$ cat src/rtl/seg7_scan.sv
`default_nettype none
// ============================================================================
// Module      : seg7_scan
// Description : Eight-digit multiplexed seven-segment driver with frame-aligned
//               double buffering, leading-zero blanking and per-digit blink.
// Revision    : 1.0 - initial release
// ============================================================================
module seg7_scan #(
  parameter int SCAN_BIT  = 17,
  parameter int BLINK_BIT = 24
) (
  input  logic        clk,
  input  logic        rst,
  input  logic [31:0] clkdiv,
  input  logic [31:0] disp_data,
  input  logic [7:0]  point,
  input  logic [7:0]  blink_mask,
  input  logic        lz_en,
  input  logic        load,
  output logic        pending,
  output logic        frame_done,
  output logic [7:0]  AN,
  output logic [7:0]  SEGMENT
);

  logic        r_prev;
  logic [2:0]  r_idx;
  logic        r_pending;
  logic        r_frame_done;
  logic [31:0] r_sh_data;
  logic [7:0]  r_sh_point;
  logic [7:0]  r_sh_mask;
  logic [31:0] r_act_data;
  logic [7:0]  r_act_point;
  logic [7:0]  r_act_mask;
  logic [7:0]  r_an;
  logic [7:0]  r_seg;

  logic        w_tick;
  logic        w_wrap;
  logic [2:0]  w_hi;
  logic [3:0]  w_nib;
  logic        w_blank;
  logic [7:0]  w_an;
  logic [7:0]  w_seg;

  // Segment pattern {g,f,e,d,c,b,a}, active-low.
  function automatic logic [6:0] f_decode(input logic [3:0] nib);
    case (nib)
      4'h0: f_decode = 7'h40;
      4'h1: f_decode = 7'h79;
      4'h2: f_decode = 7'h24;
      4'h3: f_decode = 7'h30;
      4'h4: f_decode = 7'h19;
      4'h5: f_decode = 7'h12;
      4'h6: f_decode = 7'h02;
      4'h7: f_decode = 7'h78;
      4'h8: f_decode = 7'h00;
      4'h9: f_decode = 7'h10;
      4'hA: f_decode = 7'h08;
      4'hB: f_decode = 7'h03;
      4'hC: f_decode = 7'h46;
      4'hD: f_decode = 7'h21;
      4'hE: f_decode = 7'h06;
      default: f_decode = 7'h0E;
    endcase
  endfunction

  assign w_tick = clkdiv[SCAN_BIT] & ~r_prev;
  assign w_wrap = w_tick & (r_idx == 3'd7);

  // Highest nonzero nibble; stays 0 for all-zero data so digit 0 always shows.
  always_comb begin
    w_hi = 3'd0;
    for (int i = 0; i < 8; i++) begin
      if (r_act_data[i*4 +: 4] != 4'd0) w_hi = 3'(i);
    end
  end

  always_comb begin
    w_nib   = r_act_data[{r_idx, 2'b00} +: 4];
    w_blank = (lz_en && (r_idx > w_hi)) ||
              (r_act_mask[r_idx] && clkdiv[BLINK_BIT]);
    w_an    = w_blank ? 8'hFF : ~(8'b1 << r_idx);
    w_seg   = w_blank ? 8'hFF : {~r_act_point[r_idx], f_decode(w_nib)};
  end

  always_ff @(posedge clk or posedge rst) begin
    if (rst) begin
      r_prev       <= 1'b0;
      r_idx        <= 3'd0;
      r_pending    <= 1'b0;
      r_frame_done <= 1'b0;
      r_sh_data    <= 32'd0;
      r_sh_point   <= 8'd0;
      r_sh_mask    <= 8'd0;
      r_act_data   <= 32'd0;
      r_act_point  <= 8'd0;
      r_act_mask   <= 8'd0;
      r_an         <= 8'hFF;
      r_seg        <= 8'hFF;
    end else begin
      r_prev       <= clkdiv[SCAN_BIT];
      r_frame_done <= w_wrap;
      if (w_tick) r_idx <= r_idx + 3'd1;

      // A load landing on the wrap bypasses the shadow so nothing is left pending.
      if (load) begin
        r_sh_data  <= disp_data;
        r_sh_point <= point;
        r_sh_mask  <= blink_mask;
        if (w_wrap) begin
          r_act_data  <= disp_data;
          r_act_point <= point;
          r_act_mask  <= blink_mask;
          r_pending   <= 1'b0;
        end else begin
          r_pending   <= 1'b1;
        end
      end else if (w_wrap && r_pending) begin
        r_act_data  <= r_sh_data;
        r_act_point <= r_sh_point;
        r_act_mask  <= r_sh_mask;
        r_pending   <= 1'b0;
      end

      r_an  <= w_an;
      r_seg <= w_seg;
    end
  end

  assign pending    = r_pending;
  assign frame_done = r_frame_done;
  assign AN         = r_an;
  assign SEGMENT    = r_seg;

endmodule
`default_nettype wire

$ cat config.mk
export PLATFORM = sky130hd
export DESIGN_NAME = seg7_scan
export DESIGN_NICKNAME = d
export VERILOG_FILES = /design/src/rtl/seg7_scan.sv
export SDC_FILE = /design/constraint.sdc
export NUM_CORES = 1
export LEC_CHECK = 0
export BUFFER_PORTS_ARGS = -buffer_cell sky130_fd_sc_hd__buf_2
export CELL_PAD_IN_SITES_DETAIL_PLACEMENT = 1
export CELL_PAD_IN_SITES_GLOBAL_PLACEMENT = 1
export CORE_MARGIN = 1.5
export CORE_UTILIZATION = 25
export DETAILED_ROUTE_END_ITERATION = 10
export GPL_TIMING_DRIVEN = 0
export PLACE_DENSITY = 0.6
export SLEW_MARGIN = 20
export SYNTH_ARGS = -nofsm -noshare
export SYNTH_HDL_FRONTEND = slang
export SYNTH_SLANG_ARGS = --single-unit
export TNS_END_PERCENT = 5
$ cat constraint.sdc
create_clock -name clk -period 3.26 [get_ports clk]
set_clock_uncertainty 0.2 [all_clocks]
set_input_delay 0.163 -clock clk [delete_from_list [all_inputs] [get_ports clk]]
set_output_delay 0.163 -clock clk [all_outputs]
set_load 0.02 [all_outputs]
# Word level (Yosys, flattened, before mapping)
# Memories as Yosys holds them, arrays and structs flattened.
# Cells that the tools add are included.
totals:
  regBits: 118
  latchBits: 0
  ramBits: 0
  rom_bits: 112
  in_bits: 84
  output_inout_bits: 18
  wordCells: 63
  n_memories: 1
memory_table:
  columns: ["name", "depth", "word_bits", "rd", "rd_clocked_by_memory_dff", "wr", "line", "source"]
  rows:
  - ["(no name shown)", 16, 7, 1, 0, 0, "49", "case (nib)"]
op_classes:
  n_addsub: 1
  mul: 0
  div: 0
  order_cmp: 2
  n_eq_ne: 2
  shifts: 2
  muxes: 25
  bitwise_logic: 5
  n_reduce_logical: 13
op_table:
  columns: ["cell", "count"]
  rows:
  - ["two-way mux 32 bit", 3]
  - ["two-way mux 8 bit", 8]
  - ["variable part select 32 x 6 -> 4 bit", 1]
  - ["nonzero test 4 bit", 7]
  - ["two-way mux 3 bit", 6]
  - ["NOT 8 bit", 1]
  - ["left shift 1 x 3 -> 8 bit, first input constant", 1]
  - ["binary-select mux 1 bit (select 3 bit)", 2]
  - ["two-way mux 1 bit", 6]
  - ["< comparator 3 x 4 -> 1 bit, second input constant", 1]
  - ["adder 3 x 1 -> 3 bit, second input constant", 1]
  - ["== test 3 bit, second input constant", 1]
  - ["> comparator 3 bit", 1]
  - ["logical AND 1 bit", 3]
  - ["AND 1 bit", 2]
  - ["!= test 2 x 1 -> 1 bit, second input constant", 1]
  - ["NOT 1 bit", 2]
  - ["AND reduction 2 bit", 1]
  - ["nonzero test 2 bit", 1]
  - ["logical OR 1 bit", 1]

# Longest topological paths before layout
# Gate-level depths: netlist of run 1.
depth:
  depth_word: 12
  depth_mapped: 12
  mapped_depth_nobuf: 11

# Least setup slack after synthesis of run 1
# No wires, ideal clock.
synth_timing:
  path_kind: "flip-flop to flip-flop"
  from: "register r_act_data[16]"
  to: "register r_an[0] (netlist: AN[0])"
  setup_ns: 0.090
  arrival_time_ns: 2.130
  t_required_ns: 2.970
  path_slack_ns: 0.840
  stages_incl_launch_ff: 12
  n_path_buf: 1
  synth_period_minus_slack_ns: 2.420
  path_cell_list: "dfrtp_1 -> nor4_1 -> nand2_1 -> a21oi_1 -> nor2_1 -> ha_1 -> nor2b_1 -> o21ai_0 -> nand2b_1 -> a32oi_4 -> buf_4 -> nand3_1"
synth_via:
  elab_chain_len: 9
synth_rtl:
  columns: ["item", "line", "source"]
  rows:
  - ["start: declaration", "33", "logic [31:0] r_act_data;"]
  - ["start signal: assignment", "113", "r_act_data <= disp_data;"]
  - ["start signal: assignment", "121", "r_act_data <= r_sh_data;"]
  - ["nonzero test 4 bit", "76", "if (r_act_data[i*4 +: 4] != 4'd0) w_hi = 3'(i);"]
  - ["two-way mux 3 bit (4 in a row)", "76", null]
  - ["> comparator 3 bit", "82", "w_blank = (lz_en && (r_idx > w_hi)) ||"]
  - ["logical AND 1 bit", "82", null]
  - ["logical OR 1 bit", "82", null]
  - ["two-way mux 8 bit", "84", "w_an = w_blank ? 8'hFF : ~(8'b1 << r_idx);"]
  - ["net w_an[0]", "44", "logic [7:0] w_an;"]
  - ["end signal: assignment", "127", "r_an <= w_an;"]
  - ["end: declaration", "36", "logic [7:0] r_an;"]
# The timed path passes the listed nets, and every way through them passes these cells.
# A chain may end at the register's enable or synchronous reset.

# Worst setup path after layout of run 1
layout_timing:
  from: "register r_act_data[8]"
  to: "register r_an[0] (netlist: AN[0])"
layout_via:
  elab_chain_len: 11
layout_rtl:
  columns: ["item", "line"]
  rows:
  - ["nonzero test 4 bit", "76"]
  - ["two-way mux 3 bit (6 in a row)", "76"]
  - ["> comparator 3 bit", "82"]
  - ["logical AND 1 bit", "82"]
  - ["logical OR 1 bit", "82"]
  - ["two-way mux 8 bit", "84"]
  - ["net w_an[0]", "44"]
# The timed path passes the listed nets, and every way through them passes these cells.

==> impl_metrics.xml, run 1 <==
<?xml version="1.0" encoding="UTF-8"?>
<metrics>
  <group name="floorplan">
    <metric name="fp.dieH" unit="um">148</metric>
    <metric name="fp.dieArea" unit="um^2">21900</metric>
    <metric name="coreArea" unit="um^2">20400</metric>
    <metric name="placementRows" unit="">52</metric>
    <metric name="initial_utilization" unit="">0.257</metric>
    <metric name="io_pins" unit="">102</metric>
    <metric name="chipWidth" unit="um">148</metric>
  </group>
  <group name="timing">
    <metric name="timing_max_transition_violations_final" unit="">0</metric>
    <metric name="setup_repair_after_global_routing_missed_its_margin" unit="">false</metric>
    <metric name="tightestPinTransition" unit="ps">638</metric>
    <metric name="setup_viol" unit="">0</metric>
    <metric name="max_clock_freq" unit="MHz">335</metric>
    <metric name="post-route-period-util" unit="">0.917</metric>
    <metric name="hold_viol_final" unit="">0</metric>
    <metric name="slew-limit-headroom" unit="">0.575</metric>
    <metric name="final_period_minus_worst_setup_slack" unit="ps">2990</metric>
    <metric name="setup-tns-final" unit="ps">0</metric>
  </group>
  <group name="global_route">
    <metric name="grt_usage" unit="">0.127</metric>
    <metric name="globalRouteOverflowTotal" unit="">0</metric>
    <metric name="antenna_found_initial" unit="">0</metric>
    <metric name="grt_pass1_wl" unit="um">21000</metric>
    <metric name="grt_pass1_vias" unit="">3911</metric>
    <metric name="grt_start_max_net_pins" unit="">38</metric>
  </group>
  <group name="clock_network">
    <metric name="htree_levels" unit="">4</metric>
    <metric name="clock_tree.root_cell" unit="">sky130_fd_sc_hd__clkbuf_16</metric>
    <metric name="clkSinkCount" unit="">118</metric>
    <metric name="cts_buffers" unit="">17</metric>
    <metric name="worst_skew_pair.late_latency" unit="ps">420</metric>
    <metric name="cts_tree" unit="">built</metric>
    <metric name="cts.clk_slew.worst_paths" unit="ps">60</metric>
    <metric name="cts.path.max_buffers" unit="">2</metric>
  </group>
  <group name="placed_design">
    <metric name="numPlacedInstances" unit="">695</metric>
    <metric name="finalWeightedCongestion" unit="">0.743</metric>
    <metric name="placed_cell_area" unit="um^2">6000</metric>
    <metric name="dp_hpwl" unit="um">9010</metric>
    <metric name="port_buffers" unit="">71</metric>
  </group>
  <group name="detailed_routing">
    <metric name="vias" unit="">3345</metric>
    <metric name="routed_wire_length_per_instance" unit="um">16.2</metric>
    <metric name="drt.antenna.violating_nets" unit="">0</metric>
    <metric name="finalWirelength" unit="um">12600</metric>
    <metric name="post-route-drc-count" unit="">0</metric>
    <metric name="detail_route.iter0.violations" unit="">70</metric>
    <metric name="drt_pre_antenna_iters" unit="">4</metric>
    <metric name="vias_per_cell" unit="">4.29</metric>
  </group>
  <group name="synth">
    <metric name="synthTopCellsByArea" unit="">sky130_fd_sc_hd__dfrtp_1 49%, sky130_fd_sc_hd__mux2_2 21%, sky130_fd_sc_hd__dfstp_2 8.0%</metric>
    <metric name="post_synth_num_cell_types" unit="">42</metric>
    <metric name="synthesis.nets" unit="">450</metric>
    <metric name="total_standard_cell_area_after_synthesis" unit="um^2">5250</metric>
    <metric name="async_flop_share" unit="">1.00</metric>
    <metric name="synth.largest_area_cell" unit="">sky130_fd_sc_hd__dfrtp_1</metric>
    <metric name="yosys_top_cell_area_share" unit="">0.487</metric>
    <metric name="synth-seq-area-share" unit="">0.567</metric>
    <metric name="dominant_register_cell_in_the_synthesized_netlist" unit="">sky130_fd_sc_hd__dfrtp_1</metric>
    <metric name="post_synthesis_sequential_element_count" unit="">118</metric>
    <metric name="synth_top_cells_by_count" unit="">102 x sky130_fd_sc_hd__dfrtp_1, 97 x sky130_fd_sc_hd__mux2_2, 18 x sky130_fd_sc_hd__nand2_1, 16 x sky130_fd_sc_hd__dfstp_2, 15 x sky130_fd_sc_hd__ha_1</metric>
    <metric name="yosysMostFrequentCell" unit="">sky130_fd_sc_hd__dfrtp_1</metric>
    <metric name="number_of_enable_type_register_cells_in_the_synthesized_netlist" unit="">0</metric>
    <metric name="synth_area_per_cell" unit="um^2">14.9</metric>
    <metric name="syn_inst" unit="">351</metric>
    <metric name="synth.yosys.warnings" unit="">0</metric>
  </group>
  <group name="pwr">
    <metric name="vdd_ir_drop_max" unit="V">0.000471</metric>
    <metric name="power_density" unit="nW/um^2">951</metric>
    <metric name="static_leakage" unit="nW">3.10</metric>
  </group>
  <group name="critical_path">
    <metric name="critPathMaxFanout" unit="">10</metric>
    <metric name="worst_setup_path_end_kind" unit="">register</metric>
    <metric name="worst-setup-path-type" unit="">reg2reg</metric>
    <metric name="worst_ep_required_time" unit="ps">3380</metric>
    <metric name="worst-endpoint-arrival" unit="ps">3100</metric>
    <metric name="worstSetupStartpointType" unit="">register</metric>
  </group>
  <group name="final_layout">
    <metric name="layout.cell_area.non_filler" unit="um^2">7170</metric>
    <metric name="fin_cells" unit="">779</metric>
    <metric name="sequential_cell_area_in_the_final_layout" unit="um^2">2970</metric>
    <metric name="fillerInstances" unit="">2165</metric>
    <metric name="insertedDiodeCount" unit="">0</metric>
    <metric name="areaGrowthSynthToFinish" unit="%">36.6</metric>
    <metric name="drive_above_1_share" unit="">0.479</metric>
    <metric name="finalNetCount" unit="">596</metric>
    <metric name="multiInputGateArea" unit="um^2">2140</metric>
  </group>
  <group name="flow_run">
    <metric name="drv_cap" unit="">0</metric>
  </group>
  <group name="outcome">
    <metric name="status" unit="">finished clean</metric>
  </group>
  <group name="worst_hold_path">
    <metric name="hold_path.class" unit="">in2async</metric>
  </group>
</metrics>
[metrics by stage]
step	utilization	power (mW)	setup slack, ps	hold WS (ps)
global route	0.351	7.26	12.4	200
global placement	0.291	4.68	375	94.4
CTS	0.351	6.90	230	159
floorplan	-	4.10	840	-5.57
detailed placement	0.294	4.81	290	46.0
finish	0.351	6.82	272	146
[cells in the final DEF (no fill, tap or decap), types with 5 or more instances in the layout]
| cell | instances |
|---|---|
| sky130_fd_sc_hd__ha_1 | 15 |
| sky130_fd_sc_hd__dlygate4sd3_1 | 53 |
| sky130_fd_sc_hd__mux4_1 | 8 |
| sky130_fd_sc_hd__nand3_1 | 10 |
| sky130_fd_sc_hd__clkbuf_16 | 17 |
| sky130_fd_sc_hd__dfstp_2 | 16 |
| sky130_fd_sc_hd__buf_2 | 78 |
| sky130_fd_sc_hd__dfrtp_1 | 102 |
| sky130_fd_sc_hd__mux2_2 | 97 |
| sky130_fd_sc_hd__a21oi_1 | 7 |
| sky130_fd_sc_hd__nor4_1 | 6 |
| sky130_fd_sc_hd__nor2_1 | 7 |
| sky130_fd_sc_hd__nand2_1 | 18 |
| sky130_fd_sc_hd__nor2b_1 | 5 |
[sequential cells by signal (all words and copies together), names as in the netlist]
register	count
r_act_point	8
r_prev	1
pending	1
frame_done	1
r_sh_data	32
r_act_mask	8
SEGMENT	8
r_idx	3
r_act_data	32
r_sh_mask	8
r_sh_point	8
AN	8
[critical path, cell delays in order, from the launching register on]
cell and delay (ps):
sky130_fd_sc_hd__dfrtp_1 400, sky130_fd_sc_hd__nor4_1 510, sky130_fd_sc_hd__o41ai_1 180, sky130_fd_sc_hd__a21boi_0 220, sky130_fd_sc_hd__o21ai_0 100, sky130_fd_sc_hd__nand2_1 100
sky130_fd_sc_hd__ha_1 140, sky130_fd_sc_hd__nor2b_1 40, sky130_fd_sc_hd__o21ai_0 130, sky130_fd_sc_hd__nand2b_1 110, sky130_fd_sc_hd__a32oi_4 370, sky130_fd_sc_hd__buf_4 250
sky130_fd_sc_hd__nand3_1 110
[metal layers]
layer | share of wire | GRT usage | wire length (um) | vias up
met2 | 0.52 | 0.220 | 6560 | 60
met3 | 0.032 | 0.0330 | 409 | 15
met1 | 0.43 | 0.152 | 5490 | 1711
met5 | 0 | 0 | 0 | -
met4 | 0.013 | 0.0446 | 167 | 0
li1 | - | - | - | 1559
[path summary, 6_finish.rpt]
path / slack, ps / endpoint / startpoint / cells after the start
setup / recovery: 270 / AN[0]$_DFF_PP1_ / r_act_data[8]$_DFFE_PP0P_ / 12
hold / removal: 150 / r_sh_point[6]$_DFFE_PP0P_ / rst / 3
setup reg to reg: 270 / AN[0]$_DFF_PP1_ / r_act_data[8]$_DFFE_PP0P_ / 12
hold reg to reg: 290 / r_sh_data[19]$_DFFE_PP0P_ / r_sh_data[19]$_DFFE_PP0P_ / 1
max in group asynchronous: 2080 / AN[6]$_DFF_PP1_ / rst / 4
min in group clk: 200 / r_prev$_DFF_PP0_ / clkdiv[17] / 2
[cells by family (layout without fill, tap and decap cells)]
logic type               after synthesis  in the layout  share of synthesized area
AND/OR/NAND/NOR                       52             52                     0.0475
buffers and inverters                 24            182                     0.0255
multiplexers                         114            114                      0.278
AO/OA/AOI/OAI                         27             27                     0.0444
XOR/XNOR                               1              1                    0.00167
flip-flops                           118            118                      0.567
adder cells (fa/ha/maj)               15             15                     0.0358
[power breakdown]
group | switching, mW | internal (mW)
clock network | 0.638 | 1.35
logic | 1.34 | 1.21
registers | 0.289 | 1.99
total | 2.27 | 4.55
[what timing repair did]
action	4_1_cts	5_1_grt
resized for setup	0	0
setup endpoints to repair	0	0
setup buffers	0	0
hold buffers	53	0
hold endpoints to repair	163	0
[area by class of cell]
type / count / area share
Sequential cell: 118 / 0.415
Multi-Input combinational cell: 209 / 0.298
Timing Repair Buffer: 127 / 0.132
Clock buffer: 23 / 0.0681
Tap cell: 270 / 0.0471
Clock inverter: 8 / 0.0203
Buffer: 16 / 0.0145
Inverter: 8 / 0.00471
Note: power is estimated with default switching activity, not from simulation.
==> inputs of run 2 (changes only) <==
SETUP_SLACK_MARGIN = 0.4   (was not set)
==> impl_metrics.xml, run 2 (synthesis gave the netlist of run 1 again) <==
<?xml version="1.0" encoding="UTF-8"?>
<metrics>
  <group name="clock_network">
    <metric name="cts.clk_slew.worst_paths" unit="ps">60</metric>
    <metric name="cts_buffers" unit="">17</metric>
    <metric name="htree_levels" unit="">4</metric>
    <metric name="clock_tree.root_cell" unit="">sky130_fd_sc_hd__clkbuf_16</metric>
    <metric name="cts_tree" unit="">built</metric>
    <metric name="worst_skew_pair.late_latency" unit="ps">420</metric>
    <metric name="cts.path.max_buffers" unit="">2</metric>
    <metric name="clkSinkCount" unit="">118</metric>
  </group>
  <group name="critical_path">
    <metric name="critPathMaxFanout" unit="">4</metric>
    <metric name="worstSetupStartpointType" unit="">register</metric>
    <metric name="critical_path_buf_inv_count" unit="">1</metric>
    <metric name="worst-endpoint-arrival" unit="ps">2760</metric>
    <metric name="worst_ep_required_time" unit="ps">3370</metric>
    <metric name="crit_chain" unit="">nor4_4 &gt; o41ai_1 &gt; a21boi_0 &gt; o21ai_0 &gt; nand2_1 &gt; ha_1 &gt; nor2b_1 &gt; o21ai_0 &gt; nand2b_1 &gt; a32oi_4 &gt; buf_4 &gt; o221ai_1</metric>
    <metric name="worst-setup-path-type" unit="">reg2reg</metric>
    <metric name="cp_slowest_stage_delay" unit="ps">420</metric>
    <metric name="r2r_slack" unit="ps">610</metric>
    <metric name="cpLargestDelayFamily" unit="">compound AO/OA/AOI/OAI gates</metric>
    <metric name="cpMostUsedCell" unit="">sky130_fd_sc_hd__o21ai_0</metric>
    <metric name="slowest_stage" unit="">sky130_fd_sc_hd__dfrtp_1</metric>
    <metric name="worst_setup_path_end_kind" unit="">register</metric>
  </group>
  <group name="timing">
    <metric name="tightestPinTransition" unit="ps">630</metric>
    <metric name="hold_viol_final" unit="">0</metric>
    <metric name="post-route-period-util" unit="">0.812</metric>
    <metric name="max_clock_freq" unit="MHz">378</metric>
    <metric name="setup_viol" unit="">0</metric>
    <metric name="setup-tns-final" unit="ps">0</metric>
    <metric name="setup_repair_after_global_routing_missed_its_margin" unit="">true</metric>
    <metric name="slew-limit-headroom" unit="">0.580</metric>
    <metric name="timing.hold.ws" unit="ps">145</metric>
    <metric name="timing_max_transition_violations_final" unit="">0</metric>
    <metric name="final_period_minus_worst_setup_slack" unit="ps">2650</metric>
  </group>
  <group name="final_layout">
    <metric name="final_core_util" unit="">0.353</metric>
    <metric name="areaGrowthSynthToFinish" unit="%">37.5</metric>
    <metric name="reg.largest.list" unit="">r_act_data: 32 flops, r_sh_data: 32 flops</metric>
    <metric name="fillerInstances" unit="">2160</metric>
    <metric name="top_library_cells_by_usage_in_the_layout_fill_and_taps_aside" unit="">102 x sky130_fd_sc_hd__dfrtp_1, 97 x sky130_fd_sc_hd__mux2_2, 78 x sky130_fd_sc_hd__buf_2, 53 x sky130_fd_sc_hd__dlygate4sd3_1, 18 x sky130_fd_sc_hd__nand2_1</metric>
    <metric name="fin_cells" unit="">781</metric>
    <metric name="layout_commonest_cell" unit="">sky130_fd_sc_hd__dfrtp_1</metric>
    <metric name="insertedDiodeCount" unit="">0</metric>
    <metric name="finalNetCount" unit="">598</metric>
    <metric name="drive_above_1_share" unit="">0.489</metric>
  </group>
  <group name="floorplan">
    <metric name="chipWidth" unit="um">148</metric>
    <metric name="initial_utilization" unit="">0.257</metric>
    <metric name="io_pins" unit="">102</metric>
    <metric name="coreArea" unit="um^2">20400</metric>
    <metric name="fp.dieArea" unit="um^2">21900</metric>
    <metric name="fp.dieH" unit="um">148</metric>
    <metric name="placementRows" unit="">52</metric>
  </group>
  <group name="placed_design">
    <metric name="numPlacedInstances" unit="">695</metric>
    <metric name="port_buffers" unit="">71</metric>
    <metric name="dp_hpwl" unit="um">9010</metric>
    <metric name="finalWeightedCongestion" unit="">0.743</metric>
  </group>
  <group name="worst_hold_path">
    <metric name="hold_path.class" unit="">in2async</metric>
  </group>
  <group name="global_route">
    <metric name="antenna_found_initial" unit="">0</metric>
    <metric name="grt_pass1_wl" unit="um">21000</metric>
    <metric name="grt_start_max_net_pins" unit="">38</metric>
    <metric name="globalRouteOverflowTotal" unit="">0</metric>
    <metric name="grt_pass1_vias" unit="">3906</metric>
    <metric name="grt_usage" unit="">0.127</metric>
  </group>
  <group name="detailed_routing">
    <metric name="vias" unit="">3371</metric>
    <metric name="drt.antenna.violating_nets" unit="">0</metric>
    <metric name="vias_per_cell" unit="">4.32</metric>
    <metric name="routed_wire_length_per_instance" unit="um">16.2</metric>
    <metric name="finalWirelength" unit="um">12600</metric>
    <metric name="detail_route.iter0.violations" unit="">57</metric>
    <metric name="drt_pre_antenna_iters" unit="">4</metric>
    <metric name="post-route-drc-count" unit="">0</metric>
  </group>
  <group name="outcome">
    <metric name="status" unit="">finished clean</metric>
  </group>
  <group name="pwr">
    <metric name="total_power" unit="mW">6.89</metric>
    <metric name="power_density" unit="nW/um^2">955</metric>
    <metric name="vdd_ir_drop_max" unit="V">0.000471</metric>
    <metric name="static_leakage" unit="nW">3.12</metric>
  </group>
  <group name="flow_run">
    <metric name="drv_cap" unit="">0</metric>
  </group>
</metrics>
## run 2: cell count changes in the layout (fill, tap and decap cells not counted), sizes merged
cell      change
buf           +2
clkinvlp      +1
clkinv        -1
## run 2: power by group
group / switching [mW] / total (mW) / internal [mW]
Combinational: 1.35 / 2.60 / 1.25
Sequential: 0.307 / 2.30 / 1.99
Clock: 0.637 / 1.99 / 1.35
Total: 2.30 / 6.89 / 4.59
## run 2: routing by layer
| metal | GRT usage | part of all wire |
|---|---|---|
| met5 | 0 | 0 |
| met4 | 0.0446 | 0.013 |
| met3 | 0.0330 | 0.033 |
| met2 | 0.220 | 0.52 |
| met1 | 0.152 | 0.43 |
## run 2: area by class of cell
class	instances	area [um^2]	area share
flip-flops and latches	118	2970	0.412
multi-input cells	209	2160	0.300
repair buffers	129	961	0.133
clock buffers	23	488	0.0676
well taps	270	338	0.0468
clock inverters	8	145	0.0201
plain buffers	16	108	0.0149
inverters	8	37.5	0.00520
## run 2: through the flow
stage / setup slack (ps) / area, um^2
finish: 612 / 7210
global route: 386 / 7210
CTS: 406 / 7170
floorplan: 840 / 5250
global placement: 375 / 5940
detailed placement: 290 / 6000
## run 2: timing repair
action | in CTS | in global routing
resized for setup | 1 | 5
hold endpoints to repair | 163 | 0
setup buffers | 0 | 2
hold buffers | 53 | 0
endpoints found under the setup margin | 11 | 14
pin swaps | 1 | 2
## run 2: worst paths after layout
kind / start / to / cells past startpoint
min in group clk: clkdiv[17] / r_prev$_DFF_PP0_ / 2
max reg2reg: r_act_data[11]$_DFFE_PP0P_ / SEGMENT[2]$_DFF_PP1_ / 12
min reg2reg: r_sh_data[19]$_DFFE_PP0P_ / r_sh_data[19]$_DFFE_PP0P_ / 1
max: r_act_data[11]$_DFFE_PP0P_ / SEGMENT[2]$_DFF_PP1_ / 12
min: rst / r_sh_point[6]$_DFFE_PP0P_ / 3
max in group asynchronous: rst / AN[6]$_DFF_PP1_ / 4
## run 2: worst register-to-register path, stage by stage (launching register included)
cell and delay [ps]:
sky130_fd_sc_hd__dfrtp_1 420, sky130_fd_sc_hd__nor4_4 350, sky130_fd_sc_hd__o41ai_1 140, sky130_fd_sc_hd__a21boi_0 210, sky130_fd_sc_hd__o21ai_0 100, sky130_fd_sc_hd__nand2_1 100, sky130_fd_sc_hd__ha_1 140, sky130_fd_sc_hd__nor2b_1 40
sky130_fd_sc_hd__o21ai_0 130, sky130_fd_sc_hd__nand2b_1 110, sky130_fd_sc_hd__a32oi_4 290, sky130_fd_sc_hd__buf_4 180, sky130_fd_sc_hd__o221ai_1 120
